**src/rtl/uart_tx_word_splitter_if.sv**
```systemverilog
// Register-write bus plus chunk stream between the bus side and the word splitter.
// Handshake: a chunk transfers on a posedge where out_valid && out_ready are both 1;
// once out_valid rises it stays high, with data_out/out_last held, until the transfer.
interface uart_tx_word_splitter_if #(
  parameter int ADDR_W = 8,
  parameter int IN_W   = 16,
  parameter int OUT_W  = 8
) ();
  logic [ADDR_W-1:0] address;
  logic              wr_en;
  logic [IN_W-1:0]   data_in;
  logic [1:0]        WLS;
  logic              in_ready;
  logic [OUT_W-1:0]  data_out;
  logic              out_valid;
  logic              out_ready;
  logic              out_last;
  logic              overrun;
  logic              ovr_clr;

  modport master (
    output address, wr_en, data_in, WLS, out_ready, ovr_clr,
    input  in_ready, data_out, out_valid, out_last, overrun
  );

  modport slave (
    input  address, wr_en, data_in, WLS, out_ready, ovr_clr,
    output in_ready, data_out, out_valid, out_last, overrun
  );
endinterface

```
**src/rtl/uart_tx_word_splitter.sv**
```systemverilog
// Splits one IN_W-bit written word into 5..8-bit characters (width from WLS) and
// streams them to the UART transmitter, LSB chunk first unless MSB_FIRST is set.
// Every output is decoded from registers, so out_ready never reaches out_valid or data_out.
module uart_tx_word_splitter #(
  parameter int              IN_W      = 16,
  parameter int              OUT_W     = 8,
  parameter int              ADDR_W    = 8,
  parameter logic [ADDR_W-1:0] TX_ADDR = 8'h00,
  parameter bit              MSB_FIRST = 1'b0
) (
  input  logic                   m_clk,
  input  logic                   reset,
  uart_tx_word_splitter_if.slave bus,
  output logic                   state_dbg
);
  // Chunk counts for each character width, rounded up.
  localparam int N5    = (IN_W + 4) / 5;
  localparam int N6    = (IN_W + 5) / 6;
  localparam int N7    = (IN_W + 6) / 7;
  localparam int N8    = (IN_W + 7) / 8;
  localparam int CNT_W = $clog2(N5 + 1);
  localparam int SH_W  = $clog2(IN_W) + 1;

  typedef enum logic {IDLE = 1'b0, SEND = 1'b1} state_t;

  state_t            state_q, state_d;
  logic [IN_W-1:0]   word_q, word_d;
  logic [1:0]        wls_q, wls_d;
  logic [CNT_W-1:0]  n_q, n_d;
  logic [CNT_W-1:0]  idx_q, idx_d;
  logic              overrun_q, overrun_d;

  logic              load;
  logic [CNT_W-1:0]  n_load;
  logic [3:0]        width;
  logic [CNT_W-1:0]  sel;
  logic [SH_W-1:0]   shamt;
  logic [IN_W-1:0]   shifted;
  logic [7:0]        chunk_mask;
  logic [7:0]        chunk;

  // State, latched word and sticky overrun; reset discards any partial word.
  always_ff @(posedge m_clk) begin
    if (!reset) begin
      state_q   <= IDLE;
      word_q    <= '0;
      wls_q     <= '0;
      n_q       <= '0;
      idx_q     <= '0;
      overrun_q <= 1'b0;
    end else begin
      state_q   <= state_d;
      word_q    <= word_d;
      wls_q     <= wls_d;
      n_q       <= n_d;
      idx_q     <= idx_d;
      overrun_q <= overrun_d;
    end
  end

  // Next state: load in IDLE, advance the chunk index on each accepted chunk.
  always_comb begin
    state_d   = state_q;
    word_d    = word_q;
    wls_d     = wls_q;
    n_d       = n_q;
    idx_d     = idx_q;
    overrun_d = overrun_q;
    load      = bus.wr_en && (bus.address == TX_ADDR);
    case (bus.WLS)
      2'b00:   n_load = CNT_W'(N5);
      2'b01:   n_load = CNT_W'(N6);
      2'b10:   n_load = CNT_W'(N7);
      default: n_load = CNT_W'(N8);
    endcase
    if (bus.ovr_clr) overrun_d = 1'b0;
    case (state_q)
      IDLE: begin
        if (load) begin
          state_d = SEND;
          word_d  = bus.data_in;
          wls_d   = bus.WLS;
          n_d     = n_load;
          idx_d   = '0;
        end
      end
      SEND: begin
        // A load attempt while busy is dropped; set beats a same-cycle clear.
        if (load) overrun_d = 1'b1;
        if (bus.out_ready) begin
          if (idx_q == n_q - CNT_W'(1)) begin
            state_d = IDLE;
            idx_d   = '0;
          end else begin
            idx_d = idx_q + CNT_W'(1);
          end
        end
      end
      default: state_d = IDLE;
    endcase
  end

  // Chunk select from the latched word; the word is implicitly zero-padded above IN_W-1.
  always_comb begin
    width      = 4'd5 + {2'b00, wls_q};
    sel        = MSB_FIRST ? (n_q - CNT_W'(1) - idx_q) : idx_q;
    shamt      = SH_W'(sel) * SH_W'(width);
    shifted    = word_q >> shamt;
    chunk_mask = 8'hFF >> (4'd8 - width);
    chunk      = shifted[7:0] & chunk_mask;
  end

  assign bus.in_ready  = (state_q == IDLE);
  assign bus.out_valid = (state_q == SEND);
  assign bus.out_last  = (state_q == SEND) && (idx_q == n_q - CNT_W'(1));
  assign bus.data_out  = (state_q == SEND) ? OUT_W'(chunk) : '0;
  assign bus.overrun   = overrun_q;
  assign state_dbg     = state_q;
endmodule

```
**src/flat_wrapper.sv**
```systemverilog
// flat-port wrapper written by rule: the top's interface ports become plain ports
module uart_tx_word_splitter_flat 
#(
  parameter int              IN_W      = 16,
  parameter int              OUT_W     = 8,
  parameter int              ADDR_W    = 8,
  parameter logic [ADDR_W-1:0] TX_ADDR = 8'h00,
  parameter bit              MSB_FIRST = 1'b0
)
  (m_clk, reset, state_dbg, bus_address, bus_wr_en, bus_data_in, bus_WLS, bus_out_ready, bus_ovr_clr, bus_in_ready, bus_data_out, bus_out_valid, bus_out_last, bus_overrun);
  uart_tx_word_splitter_if #(.ADDR_W(ADDR_W), .IN_W(IN_W), .OUT_W(OUT_W)) bus_i ();
  input  logic m_clk;
  input  logic reset;
  output logic state_dbg;
  input wire logic [$bits(bus_i.address)-1:0] bus_address;
  input wire logic [$bits(bus_i.wr_en)-1:0] bus_wr_en;
  input wire logic [$bits(bus_i.data_in)-1:0] bus_data_in;
  input wire logic [$bits(bus_i.WLS)-1:0] bus_WLS;
  input wire logic [$bits(bus_i.out_ready)-1:0] bus_out_ready;
  input wire logic [$bits(bus_i.ovr_clr)-1:0] bus_ovr_clr;
  output wire logic [$bits(bus_i.in_ready)-1:0] bus_in_ready;
  output wire logic [$bits(bus_i.data_out)-1:0] bus_data_out;
  output wire logic [$bits(bus_i.out_valid)-1:0] bus_out_valid;
  output wire logic [$bits(bus_i.out_last)-1:0] bus_out_last;
  output wire logic [$bits(bus_i.overrun)-1:0] bus_overrun;
  assign bus_i.address = bus_address;
  assign bus_i.wr_en = bus_wr_en;
  assign bus_i.data_in = bus_data_in;
  assign bus_i.WLS = bus_WLS;
  assign bus_i.out_ready = bus_out_ready;
  assign bus_i.ovr_clr = bus_ovr_clr;
  assign bus_in_ready = bus_i.in_ready;
  assign bus_data_out = bus_i.data_out;
  assign bus_out_valid = bus_i.out_valid;
  assign bus_out_last = bus_i.out_last;
  assign bus_overrun = bus_i.overrun;
  uart_tx_word_splitter #(.IN_W(IN_W), .OUT_W(OUT_W), .ADDR_W(ADDR_W), .TX_ADDR(TX_ADDR), .MSB_FIRST(MSB_FIRST)) u_core (.m_clk(m_clk), .reset(reset), .bus(bus_i), .state_dbg(state_dbg));
endmodule
```
**config.mk**
```make
export PLATFORM = sky130hd
export DESIGN_NAME = uart_tx_word_splitter_flat
export DESIGN_NICKNAME = d
export VERILOG_FILES = /design/src/rtl/uart_tx_word_splitter_if.sv /design/src/rtl/uart_tx_word_splitter.sv /design/src/flat_wrapper.sv
export SDC_FILE = /design/constraint.sdc
export NUM_CORES = 1
export LEC_CHECK = 0
export ABC_AREA = 0
export BUFFER_PORTS_ARGS = -buffer_cell sky130_fd_sc_hd__buf_2
export CAP_MARGIN = 20
export CORE_MARGIN = 5
export CORE_UTILIZATION = 50
export DETAILED_ROUTE_END_ITERATION = 8
export HOLD_SLACK_MARGIN = 0.15
export PLACE_DENSITY_LB_ADDON = 0.2
export SYNTH_ARGS = -nofsm -noshare
export SYNTH_HDL_FRONTEND = slang
export SYNTH_SLANG_ARGS = --single-unit
```
**constraint.sdc**
```tcl
create_clock -name m_clk -period 3.91 [get_ports m_clk]
set_input_delay 0.9775 -clock m_clk [delete_from_list [all_inputs] [get_ports m_clk]]
set_output_delay 0.9775 -clock m_clk [all_outputs]
set_load 0.01 [all_outputs]
```
Word-level counts from Yosys, hierarchy flattened
Index checks and enable logic that the tools add are counted.
{"block": "totals", "ff_bits": 26, "wordCells": 40, "in_bits": 31}
{"block": "classes", "bitwise": 2, "n_mul": 1, "reduce_logical": 7, "n_shift": 2, "eq_ne": 5, "add_sub_neg": 4, "mux": 13}
{"cell": ">> shifter 16 x 5 -> 8 bit", "n": 1}
{"cell": "one-hot mux 3 bit (2 select lines)", "n": 2}
{"cell": "two-way mux 3 bit", "n": 3}
{"cell": "bitwise AND 8 bit", "n": 1}
{"cell": "zero test 8 bit", "n": 1}
{"cell": "two-way mux 8 bit", "n": 1}
{"cell": ">> shifter 8 x 4 -> 8 bit (first input constant)", "n": 1}
{"cell": "two-way mux 1 bit", "n": 6}
{"cell": "multiplier 3 x 4 -> 5 bit", "n": 1}
{"cell": "adder 3 x 2 -> 4 bit (first input constant)", "n": 1}
{"cell": "AND reduction 2 bit", "n": 2}
{"cell": "subtractor 4 bit (first input constant)", "n": 1}
{"cell": "adder 3 x 1 -> 3 bit (second input constant)", "n": 1}
{"cell": "== test 3 bit", "n": 1}
{"cell": "subtractor 3 x 1 -> 3 bit (second input constant)", "n": 1}
{"cell": "== test 2 x 1 -> 1 bit (second input constant)", "n": 1}
{"cell": "== test 2 bit (second input constant)", "n": 1}
{"cell": "logical AND 1 bit", "n": 2}
{"cell": "zero test 2 bit", "n": 1}
{"cell": "inequality test 2 x 1 -> 1 bit (second input constant)", "n": 1}
{"cell": "inequality test 2 bit (second input constant)", "n": 1}
{"cell": "one-hot mux 1 bit (2 select lines)", "n": 1}
{"cell": "OR reduction 2 bit", "n": 1}
{"cell": "NOT 1 bit", "n": 1}

Longest topological paths before layout
Gate-level depths: netlist (run 1).
{"block": "depth", "depth_word": 5, "ltp_mapped": 12}

Worst setup path before layout (run 1)
Ideal clock, no wire load.
{"block": "synth_path", "path_type": "reg2out", "from": "reg u_core.wls_q[0]", "to": "out bus_data_out[5]", "path_stages_with_launch": 13, "path_slack_ns": -0.075, "required_time_ns": 2.933, "t_arrival_ns": 3.007, "path_buffers": 1, "cell_sequence": "dfxtp_1 inv_1 ha_1 nand2_1 fa_1 inv_1 ha_1 inv_1 fa_1 clkbuf_1 nor2_1 nand2_1 a311oi_1"}
{"block": "synth_via", "elab_chain_cells": 5, "word_cells_on_any_way": 7}
{"element": "start, declared", "line": "uart_tx_word_splitter.sv:28", "rtl": "logic [1:0] wls_q, wls_d;"}
{"element": "start signal, assigned", "line": "uart_tx_word_splitter.sv:54", "rtl": "wls_q <= wls_d;"}
{"element": "adder 3 x 2 -> 4 bit (*)", "line": "uart_tx_word_splitter.sv:105", "rtl": "width = 4'd5 + {2'b00, wls_q};"}
{"element": "multiplier 3 x 4 -> 5 bit or subtractor 4 bit (tied branches)", "line": "uart_tx_word_splitter.sv:107, uart_tx_word_splitter.sv:109"}
{"element": ">> shifter 16 x 5 -> 8 bit or >> shifter 8 x 4 -> 8 bit (tied branches)", "line": "uart_tx_word_splitter.sv:108, uart_tx_word_splitter.sv:109"}
{"element": "bitwise AND 8 bit (*)", "line": "uart_tx_word_splitter.sv:110", "rtl": "chunk = shifted[7:0] & chunk_mask;"}
{"element": "two-way mux 8 bit (*)", "line": "uart_tx_word_splitter.sv:116", "rtl": "assign bus.data_out = (state_q == SEND) ? OUT_W'(chunk) : '0;"}
{"element": "end, declared", "line": "flat_wrapper.sv:22", "rtl": "output wire logic [$bits(bus_i.data_out)-1:0] bus_data_out;"}
Every way passes the cells marked *; elsewhere a longest branch is shown, timed or not.

Worst setup path after layout (run 1)
Ends and elaborated chain as after synthesis.

==> results.ini, run 1 <==
[status]
run_status = complete, but fails checks
violated_checks = setup timing

[routing]
wire_per_inst_um = 15.17
postRouteAntennaNets = 0
drc_violations_left = 0
via_count = 1734
drt-pass1-iter-count = 4
avgViaCountPerCell = 5.522
wl_um = 4763
drt_iter0_drc = 101

[final_layout]
area_growth_syn_to_layout_pct = 21.42
final-instance-count-excl-fill = 314
post_route_cells_drive_above_1_share = 0.3447
antenna-diode-count = 0
finalNetCount = 309

[clock_network]
clkLatencyLatePin_ns = 0.27
cts_max_level = 1
clkTransAtPathRegs_ns = 0.09
tritoncts.num_buffers = 3
cts_root_buffer = sky130_fd_sc_hd__clkbuf_8
clk_path_buf_depth = 2
tritoncts = built
cts.sinks = 26

[timing]
timing_worst_slew_pin_value_ns = 0.6061
finalSetupViolations = 8
timing.final.ws_setup_ns = -0.1327
timing.max_slew.rel_slack = 0.5949
share_of_the_clock_period_used_by_the_worst_path_after_layout = 1.034
setup_tns_ns = -0.6290
maxClockFrequency_mhz = 247.4
grt_setup_unrepaired = yes
period_needed_ns = 4.043
endpoints_failing_hold = 0
timing_max_transition_violations_final = 0
skew_ns = 0.008582

[logic_synthesis]
area_share_of_the_largest_cell_type_after_synthesis = 0.2469
synth_cell_types = 47
mapped_cell_area_um2 = 2108
synth.yosys.warnings = 0
synth_flop_cell = sky130_fd_sc_hd__dfxtp_1
netlist_top_cells_count = sky130_fd_sc_hd__mux2i_1, sky130_fd_sc_hd__dfxtp_1, sky130_fd_sc_hd__nor2b_1
syn_avg_cell_area_um2 = 9.945
synth-seq-cells = 26
count_leader_synth = sky130_fd_sc_hd__mux2i_1
main_area_contributors_after_synthesis = sky130_fd_sc_hd__dfxtp_1, sky130_fd_sc_hd__mux2i_1, sky130_fd_sc_hd__mux4_1
synthDominantAreaCellType = sky130_fd_sc_hd__dfxtp_1
syn_inst = 212
synth-edff-count = 0
yosysSeqAreaShare = 0.2469
async_reset_ff_frac = 0
synth_fp_nets = 256

[setup_path]
setup_crit_start_kind = flip-flop
worst-r2r-cell-count = 4
cp_data_required_time_ns = 2.93
critical_path.max_fanout = 7
timing.critical_path.from = u_core.wls_q[0]$_SDFFE_PN0P_
critPathKind = reg2out
reg2reg_from = u_core.bus.out_valid$_SDFF_PN0_
crit_path_end_kind = output pin
worst-endpoint-arrival_ns = 3.07
worst_reg_to_reg_setup_slack_ns = 2.28
critical_path.reg2reg.endpoint = u_core.wls_q[0]$_SDFFE_PN0P_

[pwr]
power_switching_uw = 98.85
sw_frac_of_total = 0.1913
power.static_leakage_nw = 1.016
intPower_uw = 417.9
p_per_area_nw_per_um2 = 201.9
sequentialPowerShare = 0.513
irDropWorstVdd_mv = 0.1240
totalPowerFinal_uw = 516.8
comb_power_share = 0.053
clkPwrFrac = 0.434

[worst_hold_path]
hold_path_class = reg2reg
hold_path.startpoint = u_core.n_q[1]$_SDFFE_PN0P_
min_delay_path_depth = 1
hold_end = u_core.n_q[1]$_SDFFE_PN0P_

[die]
fp.dieH_um = 74.94
chipWidth_um = 74.94
ios = 44
die_area_um2 = 5615
initial_utilization = 0.5196
coreArea_um2 = 4058
fp-row-count = 23

[grt]
grt_pass1_wl_um = 7859
grtUsageMet1 = 0.2700
grt_use_total = 0.1785
grt_most_used_layer = met2
grt_pass1_vias = 1631
grt_antenna_before_repair = 0
globalRouteMet3Util = 0.02804
grt_util_met2 = 0.2737
globalRouteOverflowTotal = 0
grt_start_max_net_pins = 26

[placed_design]
post-dp-hpwl_um = 3726
gp_congestion = 0.9353
io_buffers = 43
placed_cell_count = 307

[run]
cap_violations = 0

## what timing repair did
item / 4_1_cts / 5_1_grt
gates resized for setup: 13 / 5
endpoints found under the setup margin: 8 / 8
pin swaps: 1 / 0
hold buffers: 0 / 0
setup buffers: 3 / 0
## cell families (layout without fill, tap and decap cells)
logic type / count (synthesis) / after routing / share of synthesized area
AOI/OAI and AO/OA: 21 / 21 / 0.08072
xor gates and xnor gates: 6 / 6 / 0.03146
adders and majority gates: 13 / 13 / 0.08783
buffers and inverters: 27 / 79 / 0.07181
DFF: 26 / 26 / 0.2469
muxes: 41 / 41 / 0.2730
and+or+nand+nor: 78 / 78 / 0.2083
## metrics by stage
stage | hold WS (ns) | util | worst slack, ns | area (um2)
after global routing | 0.5558 | 0.6309 | -0.2813 | 2560
after detailed placement | 0.4933 | 0.5930 | -0.05586 | 2406
after global placement | 0.4898 | 0.5930 | 0.05053 | 2406
after CTS | 0.5144 | 0.6241 | -0.1555 | 2532
final | 0.5118 | 0.6309 | -0.1327 | 2560
after floorplan | 0.4718 | - | -0.04234 | 2115
## worst max-delay path, stage by stage, from the launching register on
cell	delay, ns
sky130_fd_sc_hd__dfxtp_2	0.36
sky130_fd_sc_hd__inv_2	0.06
sky130_fd_sc_hd__ha_4	0.27
sky130_fd_sc_hd__nand2_2	0.06
sky130_fd_sc_hd__fa_1	0.50
sky130_fd_sc_hd__inv_1	0.04
sky130_fd_sc_hd__ha_1	0.18
sky130_fd_sc_hd__inv_1	0.07
sky130_fd_sc_hd__fa_2	0.50
sky130_fd_sc_hd__buf_6	0.17
sky130_fd_sc_hd__nor2_2	0.11
sky130_fd_sc_hd__nand2_1	0.08
sky130_fd_sc_hd__a311oi_2	0.24
sky130_fd_sc_hd__buf_2	0.17
## worst max path at each step
stage	cells past startpoint	slack [ns]	endpoint
6_report	13	-0.13	bus_data_out[5]
3_3_place_gp	14	0.05	bus_data_out[5]
5_1_grt	11	-0.28	bus_data_out[2]
3_5_place_dp	14	-0.06	bus_data_out[5]
4_1_cts	14	-0.16	bus_data_out[5]
2_1_floorplan	12	-0.04	bus_data_out[3]
## registers in the layout, indices dropped and copies added, names as in the netlist
| register | cells |
|---|---|
| u_core.bus.out_valid | 1 |
| u_core.bus.overrun | 1 |
| u_core.idx_q | 3 |
| u_core.n_q | 3 |
| u_core.wls_q | 2 |
| u_core.word_q | 16 |
## cell type report
type | count | area [um2]
Sequential cell | 26 | 523.0
Fill cell | 336 | 1498
Clock buffer | 3 | 41.29
Timing Repair Buffer | 61 | 357.8
Multi-Input combinational cell | 159 | 1493
Clock inverter | 1 | 30.03
Tap cell | 50 | 62.56
Inverter | 14 | 52.55
## power groups by stage
stage | sequential (mW) | combinational (mW) | clock [mW]
5_1_grt | 0.265 | 0.0308 | 0.236
3_5_place_dp | 0.271 | 0.0276 | 0
3_3_place_gp | 0.271 | 0.0270 | 0
4_1_cts | 0.265 | 0.0277 | 0.226
6_report | 0.265 | 0.0273 | 0.224
2_1_floorplan | 0.271 | 0.0100 | 0
## cell usage in the layout (no fill, tap or decap), types with 2 or more instances in the layout
cell type	synthesis	layout
sky130_fd_sc_hd__buf_2	2	43
sky130_fd_sc_hd__mux2i_1	29	29
sky130_fd_sc_hd__dfxtp_1	26	24
sky130_fd_sc_hd__nor2b_1	21	20
sky130_fd_sc_hd__nand2_1	19	17
sky130_fd_sc_hd__buf_4	2	16
sky130_fd_sc_hd__inv_1	14	12
sky130_fd_sc_hd__ha_1	10	8
sky130_fd_sc_hd__mux4_1	7	7
sky130_fd_sc_hd__nand3_1	6	6
sky130_fd_sc_hd__nor2_1	7	6
sky130_fd_sc_hd__and2_1	6	6
sky130_fd_sc_hd__o22ai_1	5	5
sky130_fd_sc_hd__nor3_1	5	5
sky130_fd_sc_hd__mux4_2	4	4
sky130_fd_sc_hd__nor4_1	4	4
sky130_fd_sc_hd__clkbuf_8	0	3
sky130_fd_sc_hd__inv_2	0	2
sky130_fd_sc_hd__xnor2_2	0	2
sky130_fd_sc_hd__nand2_2	0	2
sky130_fd_sc_hd__a21oi_1	2	2
sky130_fd_sc_hd__and3_1	2	2
sky130_fd_sc_hd__a2111oi_2	2	2
sky130_fd_sc_hd__xor2_1	2	2
sky130_fd_sc_hd__fa_1	3	2
sky130_fd_sc_hd__buf_6	1	2
sky130_fd_sc_hd__dfxtp_2	0	2
## per-layer routing
metal | vias to the layer above | routed length [um]
met5 | - | 0
met4 | 0 | 26
met3 | 4 | 277
met2 | 49 | 2141
met1 | 811 | 2318
li1 | 870 | -
No activity file was read; power rests on OpenSTA's default activity.
==> run 2: changes to the inputs <==
CORE_ASPECT_RATIO = 0.6   (was not set)
==> run 2 against run 1 <==
  * Non-clock buffer count is 3 higher
  * Register-to-register slack got worse by 0.07 ns
  * Critical path depth is 2 lower
  * Clock skew decreased by 0.0018 ns
  * Worst setup slack worse by 0.080 ns
  * Largest cell class unchanged
  * Clock power about the same
  * The flow still finishes with violations (setup timing)
  * Maximum frequency fell by 1.9%
  * Critical endpoint is now bus_data_out[1]
  * Highest routed layer unchanged
  * Clock-buffer cell count stayed put
==> results.ini, run 2 (same netlist as run 1, synthesis figures left out) <==
[clock_network]
clkTransAtPathRegs_ns = 0.10  ; about the same
tritoncts = built
cts.sinks = 26  ; unchanged
tritoncts.num_buffers = 3  ; unchanged
cts_root_buffer = sky130_fd_sc_hd__clkbuf_8
clkLatencyLatePin_ns = 0.28  ; about the same
cts_max_level = 1  ; unchanged
clk_path_buf_depth = 2  ; unchanged

[die]
fp-row-count = 18  ; -22%
chipWidth_um = 93.83  ; +25%
fp.dieH_um = 60.30  ; -20%
ios = 44  ; unchanged
initial_utilization = 0.5143  ; -0.005234
die_area_um2 = 5658  ; +0.76%
coreArea_um2 = 4099  ; +1.0%

[timing]
timing_max_transition_violations_final = 0  ; unchanged
timing.final.ws_setup_ns = -0.2126  ; -0.07989 ns
period_needed_ns = 4.123  ; +0.07988 ns
skew_ns = 0.006762  ; -0.001820 ns
maxClockFrequency_mhz = 242.6  ; -1.9%
setup_tns_ns = -1.207  ; -0.5781 ns
grt_setup_unrepaired = yes
share_of_the_clock_period_used_by_the_worst_path_after_layout = 1.054  ; +0.02043
timing_worst_slew_pin_value_ns = 0.6729  ; +0.06677 ns
finalSetupViolations = 8  ; unchanged
endpoints_failing_hold = 0  ; unchanged
timing.max_slew.rel_slack = 0.5503  ; -0.04462
final.hold.worst_slack_ns = 0.5027  ; -0.009131 ns

[pwr]
p_per_area_nw_per_um2 = 192.9  ; -4.5%
clkPwrFrac = 0.436  ; +0.002
power_switching_uw = 99.92  ; +1.1%
power.static_leakage_nw = 1.042  ; +2.6%
irDropWorstVdd_mv = 0.1698  ; +37%
comb_power_share = 0.053  ; about the same
sequentialPowerShare = 0.511  ; -0.002
sw_frac_of_total = 0.1934  ; +0.002118
intPower_uw = 416.7  ; -0.29%

[grt]
grtUsageMet1 = 0.3067  ; +0.03669
grt_util_met2 = 0.2190  ; -0.05472
grt_pass1_vias = 1567  ; -3.9%
globalRouteOverflowTotal = 0  ; unchanged
grt_pass1_wl_um = 7886  ; +0.34%
grt_start_max_net_pins = 26  ; unchanged
globalRouteMet3Util = 0.03774  ; +0.009698
grt_most_used_layer = met1
grt_use_total = 0.1790  ; +0.0005052
grt_antenna_before_repair = 0  ; unchanged

[final_layout]
most_frequent_standard_cell_in_the_layout_excluding_fill_and_tap_cells = sky130_fd_sc_hd__buf_2
registers.top_by_ff_count = u_core.word_q
largest_register_ff_count = 16  ; unchanged
post_route_cells_drive_above_1_share = 0.3708  ; +0.02609
n_fill_cell = 341  ; +1.5%
area_growth_syn_to_layout_pct = 27.06
finalNetCount = 312  ; +0.97%
top_regs = u_core.word_q x16, u_core.idx_q x3, u_core.n_q x3
antenna-diode-count = 0  ; unchanged
layout_common_cells = sky130_fd_sc_hd__buf_2, sky130_fd_sc_hd__mux2i_1, sky130_fd_sc_hd__dfxtp_1

[worst_hold_path]
hold_path_class = reg2reg

[routing]
drt_iter0_drc = 87  ; -14%
avgViaCountPerCell = 5.440  ; -1.5%
wire_per_inst_um = 15.30  ; +0.88%
via_count = 1779  ; +2.6%
drc_violations_left = 0  ; unchanged
wl_um = 5004  ; +5.1%
postRouteAntennaNets = 0  ; unchanged
drt-pass1-iter-count = 4  ; unchanged

[setup_path]
critical_path.max_fanout = 6  ; -1
critical-path-top-delay-family = adder cells
worst-endpoint-arrival_ns = 3.15  ; +0.08 ns
crit_path_end_kind = output pin
setup_crit_start_kind = flip-flop
critPathKind = reg2out
critPathBufInv = 4  ; -1
cp_slowest_cell = sky130_fd_sc_hd__fa_2
worstPathCellList = ha_4, or2b_1, fa_1, inv_1, ha_2, inv_2, fa_2, buf_6, a211oi_2, a2111oi_4, buf_2
worst_path_largest_cell_delay_ns = 0.64  ; +0.14 ns
cp_data_required_time_ns = 2.93  ; about the same

[status]
violated_checks = setup timing
run_status = complete, but fails checks

[placed_design]
gp_congestion = 0.8848  ; -5.4%
io_buffers = 43  ; unchanged
post-dp-hpwl_um = 3797  ; +1.9%

[run]
cap_violations = 0  ; unchanged

==> run 2: cell types whose count changed in the layout (fill, tap and decap cells not counted), sizes merged <==
cell / before / now
buf: 61 / 64
==> run 2: cell type report <==
type                            count  area, um2  area share
Clock buffer                        3      41.29     0.01541
Clock inverter                      1      30.03     0.01121
Inverter                           14      52.55     0.01962
Multi-Input combinational cell    159       1568      0.5852
Sequential cell                    26      528.0      0.1971
Tap cell                           60      75.07     0.02802
Timing Repair Buffer               64      384.1      0.1434
==> run 2: final timing paths <==
path                                   startpoint                       endpoint  slack [ns]  cells past startpoint
setup / recovery     u_core.wls_q[0]$_SDFFE_PN0P_                bus_data_out[1]       -0.21                     11
hold / removal         u_core.n_q[1]$_SDFFE_PN0P_     u_core.n_q[1]$_SDFFE_PN0P_        0.50                      1
setup reg to reg  u_core.bus.out_valid$_SDFF_PN0_  u_core.word_q[4]$_SDFFE_PN0P_        2.21                      4
hold reg to reg        u_core.n_q[1]$_SDFFE_PN0P_     u_core.n_q[1]$_SDFFE_PN0P_        0.50                      1
==> run 2: metrics by stage <==
step                power (mW)    util  setup WS (ns)  cells  cell area, um2
detailed placement      0.2987  0.5955        -0.1116    320            2441
global placement        0.2984  0.5955       -0.02098    320            2441
global route            0.5365  0.6535        -0.3399    327            2679
finish                  0.5166  0.6535        -0.2126    327            2679
CTS                     0.5257  0.6346        -0.2276    326            2601
floorplan               0.2814       -       -0.04234    212            2115
==> run 2: metal layers <==
metal,share of wire,vias up
li1,-,876
met1,0.54,818
met2,0.37,83
met3,0.091,2
met4,0.0024,0
met5,0,-
==> run 2: power groups by stage <==
stage	clock, mW	combinational (mW)	sequential (mW)
final	0.225	0.0273	0.264
after global routing	0.242	0.0308	0.264
after CTS	0.233	0.0274	0.265
after detailed placement	0	0.0272	0.271
after global placement	0	0.0270	0.271
after floorplan	0	0.0100	0.271
==> run 2: what timing repair did <==
action / CTS / global route
setup endpoints to repair: 8 / 8
pin swaps: 8 / 5
hold buffers: 0 / 0
resized for setup: 15 / 17
buffers inserted: 2 / 1
